File: src/rtl/lenet_pool_pkg.sv
// lenet_pool_pkg: shared types and sizing helpers for the pooling channel scheduler.
package lenet_pool_pkg;

  // Scheduler states, in the order a channel walks through them
  typedef enum logic [2:0] {
    ST_IDLE  = 3'd0,
    ST_VSYNC = 3'd1,
    ST_LINE  = 3'd2,
    ST_GAP   = 3'd3,
    ST_DRAIN = 3'd4
  } pool_state_e;

  // Largest supported map edge; column and row counters are sized for it
  localparam int SIZE_MAX = 255;
  localparam int COL_W    = $clog2(SIZE_MAX);
  localparam int ROW_W    = $clog2(SIZE_MAX);

  // Bits needed for a counter that runs 0 .. n-1 (gap, drain, vsync timers)
  function automatic int cnt_w(input int n);
    return (n < 2) ? 1 : $clog2(n);
  endfunction

  // Pooled outputs expected per channel for 2x2 pooling of a size x size map
  function automatic int exp_pool_count(input int size);
    return (size / 2) * (size / 2);
  endfunction

endpackage

File: src/rtl/pool_out_checker.sv
// pool_out_checker: counts pooled-output strobes for the current channel and
// flags drain completion and count errors (too many strobes, or drain timeout).
module pool_out_checker
  import lenet_pool_pkg::*;
#(
  parameter int EXP = 36
) (
  input  logic i_sclk,
  input  logic i_rstn,
  input  logic i_en,         // count strobes (scheduler not idle)
  input  logic i_clr,        // restart the count for a new channel
  input  logic i_strobe,     // pooled-output valid
  input  logic i_timeout,    // drain budget expired without reaching EXP
  input  logic i_err_clr,    // new layer accepted
  output logic o_drain_done, // count (including this cycle's strobe) reached EXP
  output logic o_err
);

  // Counter saturates at EXP+1 so "above expected" stays visible without wrapping
  localparam int CW = cnt_w(EXP + 2);
  localparam logic [CW-1:0] EXP_C = CW'(EXP);

  logic [CW-1:0] r_cnt;
  logic [CW-1:0] w_cnt_nxt;
  logic          r_err;

  // Next count: a strobe in this cycle is included before any comparison
  always_comb begin
    w_cnt_nxt = r_cnt;
    if (i_en && i_strobe && (r_cnt <= EXP_C)) begin
      w_cnt_nxt = r_cnt + 1'b1;
    end
  end

  assign o_drain_done = (w_cnt_nxt >= EXP_C);
  assign o_err        = r_err;

  // Per-channel strobe counter
  always_ff @(posedge i_sclk) begin
    if (!i_rstn) begin
      r_cnt <= '0;
    end else if (i_clr) begin
      r_cnt <= '0;
    end else begin
      r_cnt <= w_cnt_nxt;
    end
  end

  // Sticky error: set on overflow or drain timeout, cleared by a new layer
  always_ff @(posedge i_sclk) begin
    if (!i_rstn) begin
      r_err <= 1'b0;
    end else if (i_err_clr) begin
      r_err <= 1'b0;
    end else if (i_timeout || (!i_clr && (w_cnt_nxt > EXP_C))) begin
      r_err <= 1'b1;
    end
  end

endmodule

File: src/rtl/lenet_pool_chan_sched.sv
// lenet_pool_chan_sched: drives one shared LeNet pooling stage across CH channels,
// one at a time: vsync pulse, SIZE rows of SIZE pixels separated by idle gaps,
// then a drain window waiting for the pooled results.
// Optional feature macro: POOL_SCHED_CNTCHK_EN -- when defined, the drain ends as
// soon as all pooled outputs have arrived (or on timeout) and o_err reports count
// errors; otherwise the drain is a fixed DRAIN_MAX cycles and o_err is 0.
//
// Source handshake: a pixel moves when i_src_valid & o_src_ready are both high at
// a rising edge; o_src_ready is high in every LINE cycle and never elsewhere, and
// the source may drop i_src_valid at any time (the row simply stretches).
module lenet_pool_chan_sched
  import lenet_pool_pkg::*;
#(
  parameter  int WD        = 1,
  parameter  int SIZE      = 12,
  parameter  int CH        = 6,
  parameter  int VS_CYC    = 2,
  parameter  int GAP       = 4,
  parameter  int DRAIN_MAX = 64,
  localparam int CHW       = $clog2(CH)
) (
  input  logic           i_sclk,
  input  logic           i_rstn,
  input  logic           i_start,
  input  logic           i_src_valid,
  input  logic [WD-1:0]  i_src_data,
  output logic           o_src_ready,
  output logic           o_vsync,
  output logic           o_hsync,
  output logic           o_valid,
  output logic [WD-1:0]  o_tdata,
  output logic [CHW-1:0] o_chan,
  input  logic           i_pool_valid,
  output logic           o_busy,
  output logic           o_done,
  output logic           o_err
);

  // One timer serves the vsync, gap and drain phases; size it for the longest
  localparam int TMR_MAX = (DRAIN_MAX > GAP) ? ((DRAIN_MAX > VS_CYC) ? DRAIN_MAX : VS_CYC)
                                             : ((GAP > VS_CYC) ? GAP : VS_CYC);
  localparam int TMR_W   = cnt_w(TMR_MAX);
  localparam logic [TMR_W-1:0] VS_LAST   = TMR_W'(VS_CYC - 1);
  localparam logic [TMR_W-1:0] GAP_LAST  = TMR_W'(GAP - 1);
  localparam logic [TMR_W-1:0] DRN_LAST  = TMR_W'(DRAIN_MAX - 1);
  localparam logic [COL_W-1:0] COL_LAST  = COL_W'(SIZE - 1);
  localparam logic [ROW_W-1:0] ROW_LAST  = ROW_W'(SIZE - 1);
  localparam logic [CHW-1:0]   CHAN_LAST = CHW'(CH - 1);
  localparam int               EXP_POOL  = exp_pool_count(SIZE);

  pool_state_e      r_state;
  logic [TMR_W-1:0] r_tmr;
  logic [COL_W-1:0] r_col;
  logic [ROW_W-1:0] r_row;
  logic [CHW-1:0]   r_chan;
  logic             r_vsync;
  logic             r_done;
  logic             r_hsync;
  logic             r_valid;
  logic [WD-1:0]    r_tdata;

  logic w_acc;
  logic w_start_acc;
  logic w_drain_last;
  logic w_drain_exit;

  assign o_src_ready  = (r_state == ST_LINE);
  assign w_acc        = i_src_valid && o_src_ready;
  // A start arriving alongside o_done is dropped; the layer controller retries next cycle
  assign w_start_acc  = (r_state == ST_IDLE) && i_start && !r_done;
  assign w_drain_last = (r_tmr == DRN_LAST);

`ifdef POOL_SCHED_CNTCHK_EN
  logic w_drain_done;
  logic w_chk_err;

  pool_out_checker #(
    .EXP (EXP_POOL)
  ) u_chk (
    .i_sclk       (i_sclk),
    .i_rstn       (i_rstn),
    .i_en         (r_state != ST_IDLE),
    .i_clr        (r_state == ST_VSYNC),
    .i_strobe     (i_pool_valid),
    .i_timeout    ((r_state == ST_DRAIN) && w_drain_last && !w_drain_done),
    .i_err_clr    (w_start_acc),
    .o_drain_done (w_drain_done),
    .o_err        (w_chk_err)
  );

  assign w_drain_exit = (r_state == ST_DRAIN) && (w_drain_done || w_drain_last);
  assign o_err        = w_chk_err;
`else
  logic w_unused_pool;
  assign w_unused_pool = i_pool_valid;
  assign w_drain_exit  = (r_state == ST_DRAIN) && w_drain_last;
  assign o_err         = 1'b0;
`endif

  assign o_vsync = r_vsync;
  assign o_hsync = r_hsync;
  assign o_valid = r_valid;
  assign o_tdata = r_tdata;
  assign o_chan  = r_chan;
  assign o_busy  = (r_state != ST_IDLE);
  assign o_done  = r_done;

  // Channel sequencer: state, phase timer, pixel position, channel index, vsync/done
  always_ff @(posedge i_sclk) begin
    if (!i_rstn) begin
      r_state <= ST_IDLE;
      r_tmr   <= '0;
      r_col   <= '0;
      r_row   <= '0;
      r_chan  <= '0;
      r_vsync <= 1'b0;
      r_done  <= 1'b0;
    end else begin
      r_done <= 1'b0;
      case (r_state)
        ST_IDLE: begin
          if (w_start_acc) begin
            r_state <= ST_VSYNC;
            r_vsync <= 1'b1;
            r_tmr   <= '0;
            r_col   <= '0;
            r_row   <= '0;
          end
        end
        ST_VSYNC: begin
          if (r_tmr == VS_LAST) begin
            r_state <= ST_LINE;
            r_vsync <= 1'b0;
            r_tmr   <= '0;
          end else begin
            r_tmr <= r_tmr + 1'b1;
          end
        end
        ST_LINE: begin
          if (w_acc) begin
            if (r_col == COL_LAST) begin
              r_col <= '0;
              r_tmr <= '0;
              if (r_row == ROW_LAST) begin
                r_row   <= '0;
                r_state <= ST_DRAIN;
              end else begin
                r_row   <= r_row + 1'b1;
                r_state <= ST_GAP;
              end
            end else begin
              r_col <= r_col + 1'b1;
            end
          end
        end
        ST_GAP: begin
          if (r_tmr == GAP_LAST) begin
            r_state <= ST_LINE;
            r_tmr   <= '0;
          end else begin
            r_tmr <= r_tmr + 1'b1;
          end
        end
        ST_DRAIN: begin
          if (w_drain_exit) begin
            r_tmr <= '0;
            if (r_chan == CHAN_LAST) begin
              r_state <= ST_IDLE;
              r_chan  <= '0;
              r_done  <= 1'b1;
            end else begin
              r_state <= ST_VSYNC;
              r_vsync <= 1'b1;
              r_chan  <= r_chan + 1'b1;
            end
          end else begin
            r_tmr <= r_tmr + 1'b1;
          end
        end
        default: begin
          r_state <= ST_IDLE;
        end
      endcase
    end
  end

  // Pooling-side framing: registered row-active level, pixel valid and held pixel data
  always_ff @(posedge i_sclk) begin
    if (!i_rstn) begin
      r_hsync <= 1'b0;
      r_valid <= 1'b0;
      r_tdata <= '0;
    end else begin
      r_hsync <= (r_state == ST_LINE);
      r_valid <= w_acc;
      if (w_acc) begin
        r_tdata <= i_src_data;
      end
    end
  end

endmodule

File: config.mk
export PLATFORM = sky130hd
export DESIGN_NAME = lenet_pool_chan_sched
export DESIGN_NICKNAME = d
export VERILOG_FILES = /design/src/rtl/lenet_pool_pkg.sv /design/src/rtl/pool_out_checker.sv /design/src/rtl/lenet_pool_chan_sched.sv
export SDC_FILE = /design/constraint.sdc
export NUM_CORES = 1
export LEC_CHECK = 0
export CELL_PAD_IN_SITES_DETAIL_PLACEMENT = 1
export CELL_PAD_IN_SITES_GLOBAL_PLACEMENT = 2
export CORE_MARGIN = 4
export CORE_UTILIZATION = 36
export DETAILED_ROUTE_END_ITERATION = 6
export HOLD_SLACK_MARGIN = 0.08
export PLACE_DENSITY = 0.94
export REMOVE_ABC_BUFFERS = 1
export SLEW_MARGIN = 20
export SYNTH_ARGS = -nofsm -noshare
export SYNTH_HDL_FRONTEND = slang
export SYNTH_HIERARCHICAL = 1
export SYNTH_SLANG_ARGS = --single-unit
File: constraint.sdc
create_clock -name i_sclk -period 3.33 [get_ports i_sclk]
set_input_delay 0.4995 -clock i_sclk [delete_from_list [all_inputs] [get_ports i_sclk]]
set_output_delay 0.4995 -clock i_sclk [all_outputs]
set_load 0.01 [all_outputs]
==> metrics.csv <==
stage,metric,value,unit
logic_synthesis,synth_compound_area_share,15.2,%
clock_tree,clock_path_buffers,2,
power_and_ir_drop,p_int,691,uW
timing,worst_pin_slew,0.636,ns
logic_synthesis,yosys.area_share.simple,31.8,%
logic_synthesis,ys_async_sr_fraction,0,%
die,die_width,76.4,um
timing,final.setup.tns,0,ns
placement,dp_hpwl,2970,um
die,io-pin-count,17,
power_and_ir_drop,p_sw_share,24.1,%
finish,area_growth,17.2,%
setup_path,path_delay_family,buffers and inverters,
logic_synthesis,synth_xor_area_share,6.76,%
timing,hold_violations,0,
die,fp.dieH,76.4,um
die,dieArea,5840,sq um
clock_tree,htreeDepth,2,
finish,num_antenna_cells,0,
clock_tree,cts_made_buffers,5,
setup_path,slowest_delay,0.56,ns
logic_synthesis,synth_top_family_by_area,simple AND/OR/NAND/NOR gates,
timing,maxSlewHeadroom,57.3,%
timing,slew_viol_final,0,
run_status,status,"complete, no violations",
setup_path,crit_fanout,10,
setup_path,crit_arrival,2.13,ns
timing,finalCritPeriodShare,79.0,%
global_routing,grt_overflow,0,
hold_path,hold_class,flip-flop to flip-flop,
setup_path,critical_path_class,flip-flop to primary output,
global_routing,grt_usage,14.8,%
logic_synthesis,syn_area,1690,sq um
timing,rsz0062_at_grt,no,
timing,setup_viol,0,
timing,finalClockSkew,0.00370,ns
setup_path,slowest_stage,or3b_2,
finish,nets,225,
drt,antenna_left,0,
timing,finalCriticalPeriod,2.63,ns
drt,drtPass1Iterations,4,
global_routing,grt_max_degree,13,
logic_synthesis,yosysWarningCount,6,
logic_synthesis,ys_seq_elements,33,
clock_tree,clk_pin_slew,0.07,ns
logic_synthesis,synth_edf_count,0,
timing,fmax,380,MHz
setup_path,critPathLaunchType,flip-flop,
placement,portBuffers,14,
logic_synthesis,synth_mux_area_share,0.668,%
die,core.rowCount,24,
clock_tree,post-cts-setup-buffers,0,
drt,vias_per_cell,5.57,
clock_tree,ctsHoldBuffers,0,
power_and_ir_drop,p_seq_share,45.7,%
clock_tree,insertion_delay,0.29,ns
power_and_ir_drop,cellPowerDensity,461,nW/um^2
logic_synthesis,syn_inst,199,
finish,final_util,44.5,%
drt,routed_wl,4080,um
logic_synthesis,ys_seq_area_share,39.2,%
clock_tree,postCtsResizedCells,0,
setup_path,crit_required,2.83,ns
placement,place_congestion,0.761,
clock_tree,cts_tree,done,
placement,pre_cts_ws,0.955,ns
setup_path,endpoint_kind,primary output,
timing,setup_ws,0.700,ns
logic_synthesis,ys_types,55,
die,start_util,37.9,%
power_and_ir_drop,pwr-share-comb,11.3,%
global_routing,grt_pass1_vias,1433,
power_and_ir_drop,clock_power_share,43.0,%
global_routing,grt_pass1_wl,7020,um
logic_synthesis,synthFlopType,dfxtp_1,
drt,drc_errors,0,
logic_synthesis,syn_avg_cell_area,8.47,sq um
power_and_ir_drop,peakVddDrop,0.000166,V
global_routing,antenna_found_initial,0,
die,core_area,4440,sq um
power_and_ir_drop,p_switching,220,uW
finish,drive_gt1_share,8.33,%
drt,drt-initial-drc-count,63,
drt,wl_per_cell,15.2,um
setup_path,worstPathCellList,"or3b_2, inv_1, clkdlybuf4s50_1",
drt,vias,1494,
setup_path,critical_path_buf_inv_count,2,
logic_synthesis,synth_fa_ha_area_share,2.97,%
power_and_ir_drop,power,910,uW
clock_tree,cts.root.buffer_cell,clkbuf_8,
power_and_ir_drop,leakagePower,0.701,nW
job,max_cap_violations,0,
clock_tree,cts_sinks,33,
-- power groups by stage --
| stage | Sequential (mW) | Clock [mW] | Combinational [mW] |
|---|---|---|---|
| after floorplan | 0.422 | 0 | 0.0670 |
| after CTS | 0.416 | 0.402 | 0.104 |
| after detailed placement | 0.425 | 0 | 0.103 |
| after global placement | 0.425 | 0 | 0.101 |
| after global routing | 0.418 | 0.423 | 0.117 |
| final | 0.416 | 0.391 | 0.103 |
-- worst min-delay path, cell delays in order (launching register included) --
cell and delay, ns:
dfxtp_1 0.31, o41ai_1 0.06, a21oi_1 0.06
-- flip-flops by register name, summed over array words and instances (netlist names) --
register / count
r_col: 8
r_row: 8
r_tmr: 6
o_chan: 3
r_state: 3
o_done: 1
o_hsync: 1
o_tdata: 1
o_valid: 1
o_vsync: 1
-- stage by stage --
| step | cells | instance area (sq um) | hold WS, ns |
|---|---|---|---|
| 4_1_cts | 268 | 1980 | 0.476 |
| 6_report | 268 | 1980 | 0.472 |
| 3_3_place_gp | 260 | 1860 | 0.444 |
| 5_1_grt | 268 | 1980 | 0.498 |
| 3_5_place_dp | 260 | 1860 | 0.467 |
| 2_1_floorplan | 194 | 1650 | 0.446 |
-- cells in the mapped netlist (3+ instances only) --
| library cell | number | area (sq um) |
|---|---|---|
| nand3_1 | 9 | 45.0 |
| and3_1 | 3 | 18.8 |
| or3_1 | 4 | 25.0 |
| o21ai_0 | 3 | 15.0 |
| nor2_1 | 22 | 82.6 |
| a21oi_1 | 13 | 65.1 |
| a21o_1 | 4 | 30.0 |
| and2_1 | 4 | 25.0 |
| ha_1 | 4 | 50.1 |
| xor2_1 | 6 | 52.6 |
| nor3_1 | 7 | 35.0 |
| dfxtp_1 | 33 | 661 |
| inv_1 | 5 | 18.8 |
| nor3b_1 | 4 | 30.0 |
| nor4_1 | 5 | 31.3 |
| nand2_1 | 19 | 71.3 |
| xnor2_1 | 7 | 61.3 |
| nand4_1 | 3 | 18.8 |
-- cell usage in the layout, fill, tap and decap left out, drive strengths merged, types with 2 or more instances in the layout --
| cell | count |
|---|---|
| xnor2 | 7 |
| nor4 | 6 |
| and3b | 2 |
| a31oi | 2 |
| o21ai | 6 |
| and2 | 4 |
| and3 | 3 |
| or2 | 3 |
| inv | 5 |
| xor2 | 6 |
| nand2 | 20 |
| o21a | 3 |
| nand4 | 3 |
| a21o | 4 |
| nand3 | 9 |
| clkdlybuf4s50 | 14 |
| nor3 | 8 |
| or3b | 2 |
| clkbuf | 7 |
| o41ai | 2 |
| or3 | 4 |
| nor2 | 22 |
| dfxtp | 33 |
| ha | 4 |
| nor3b | 5 |
| a21oi | 13 |
-- logic make-up (layout without fill, tap and decap cells) --
logic type / after synthesis / in the layout
multiplexers: 1 / 1
XOR/XNOR: 13 / 13
flip-flops: 33 / 33
buffers and inverters: 11 / 28
AO/OA/AOI/OAI: 39 / 39
adder cells (fa/ha/maj): 4 / 4
other: 1 / 1
AND/OR/NAND/NOR: 97 / 97
-- routing by layer --
metal / GRT usage, % / up-vias / wire (um)
li1: - / 739 / -
met5: 0 / - / 0
met3: 3.90 / 5 / 207
met4: 5.98 / 0 / 60
met2: 21.4 / 33 / 1780
met1: 20.7 / 717 / 2030
-- final cells by class --
cell class                 instances  area (sq um)
multi-input combinational        155           971
timing repair buffer              14           140
inverter                           6          22.5
sequential                        33           661
tap                               52          65.1
clock buffer                       7          86.3
fill                             522          2470
clock inverter                     1          30.0
-- path summary, 6_finish.rpt --
kind	start	to	slack, ns	cells after the start
setup / recovery	r_state[1]	o_src_ready	0.70	3
hold / removal	o_vsync	o_vsync	0.47	2
setup reg to reg	r_row[0]	r_row[5]	1.19	6
hold reg to reg	o_vsync	o_vsync	0.47	2
Note: power is estimated with default switching activity, not from simulation.
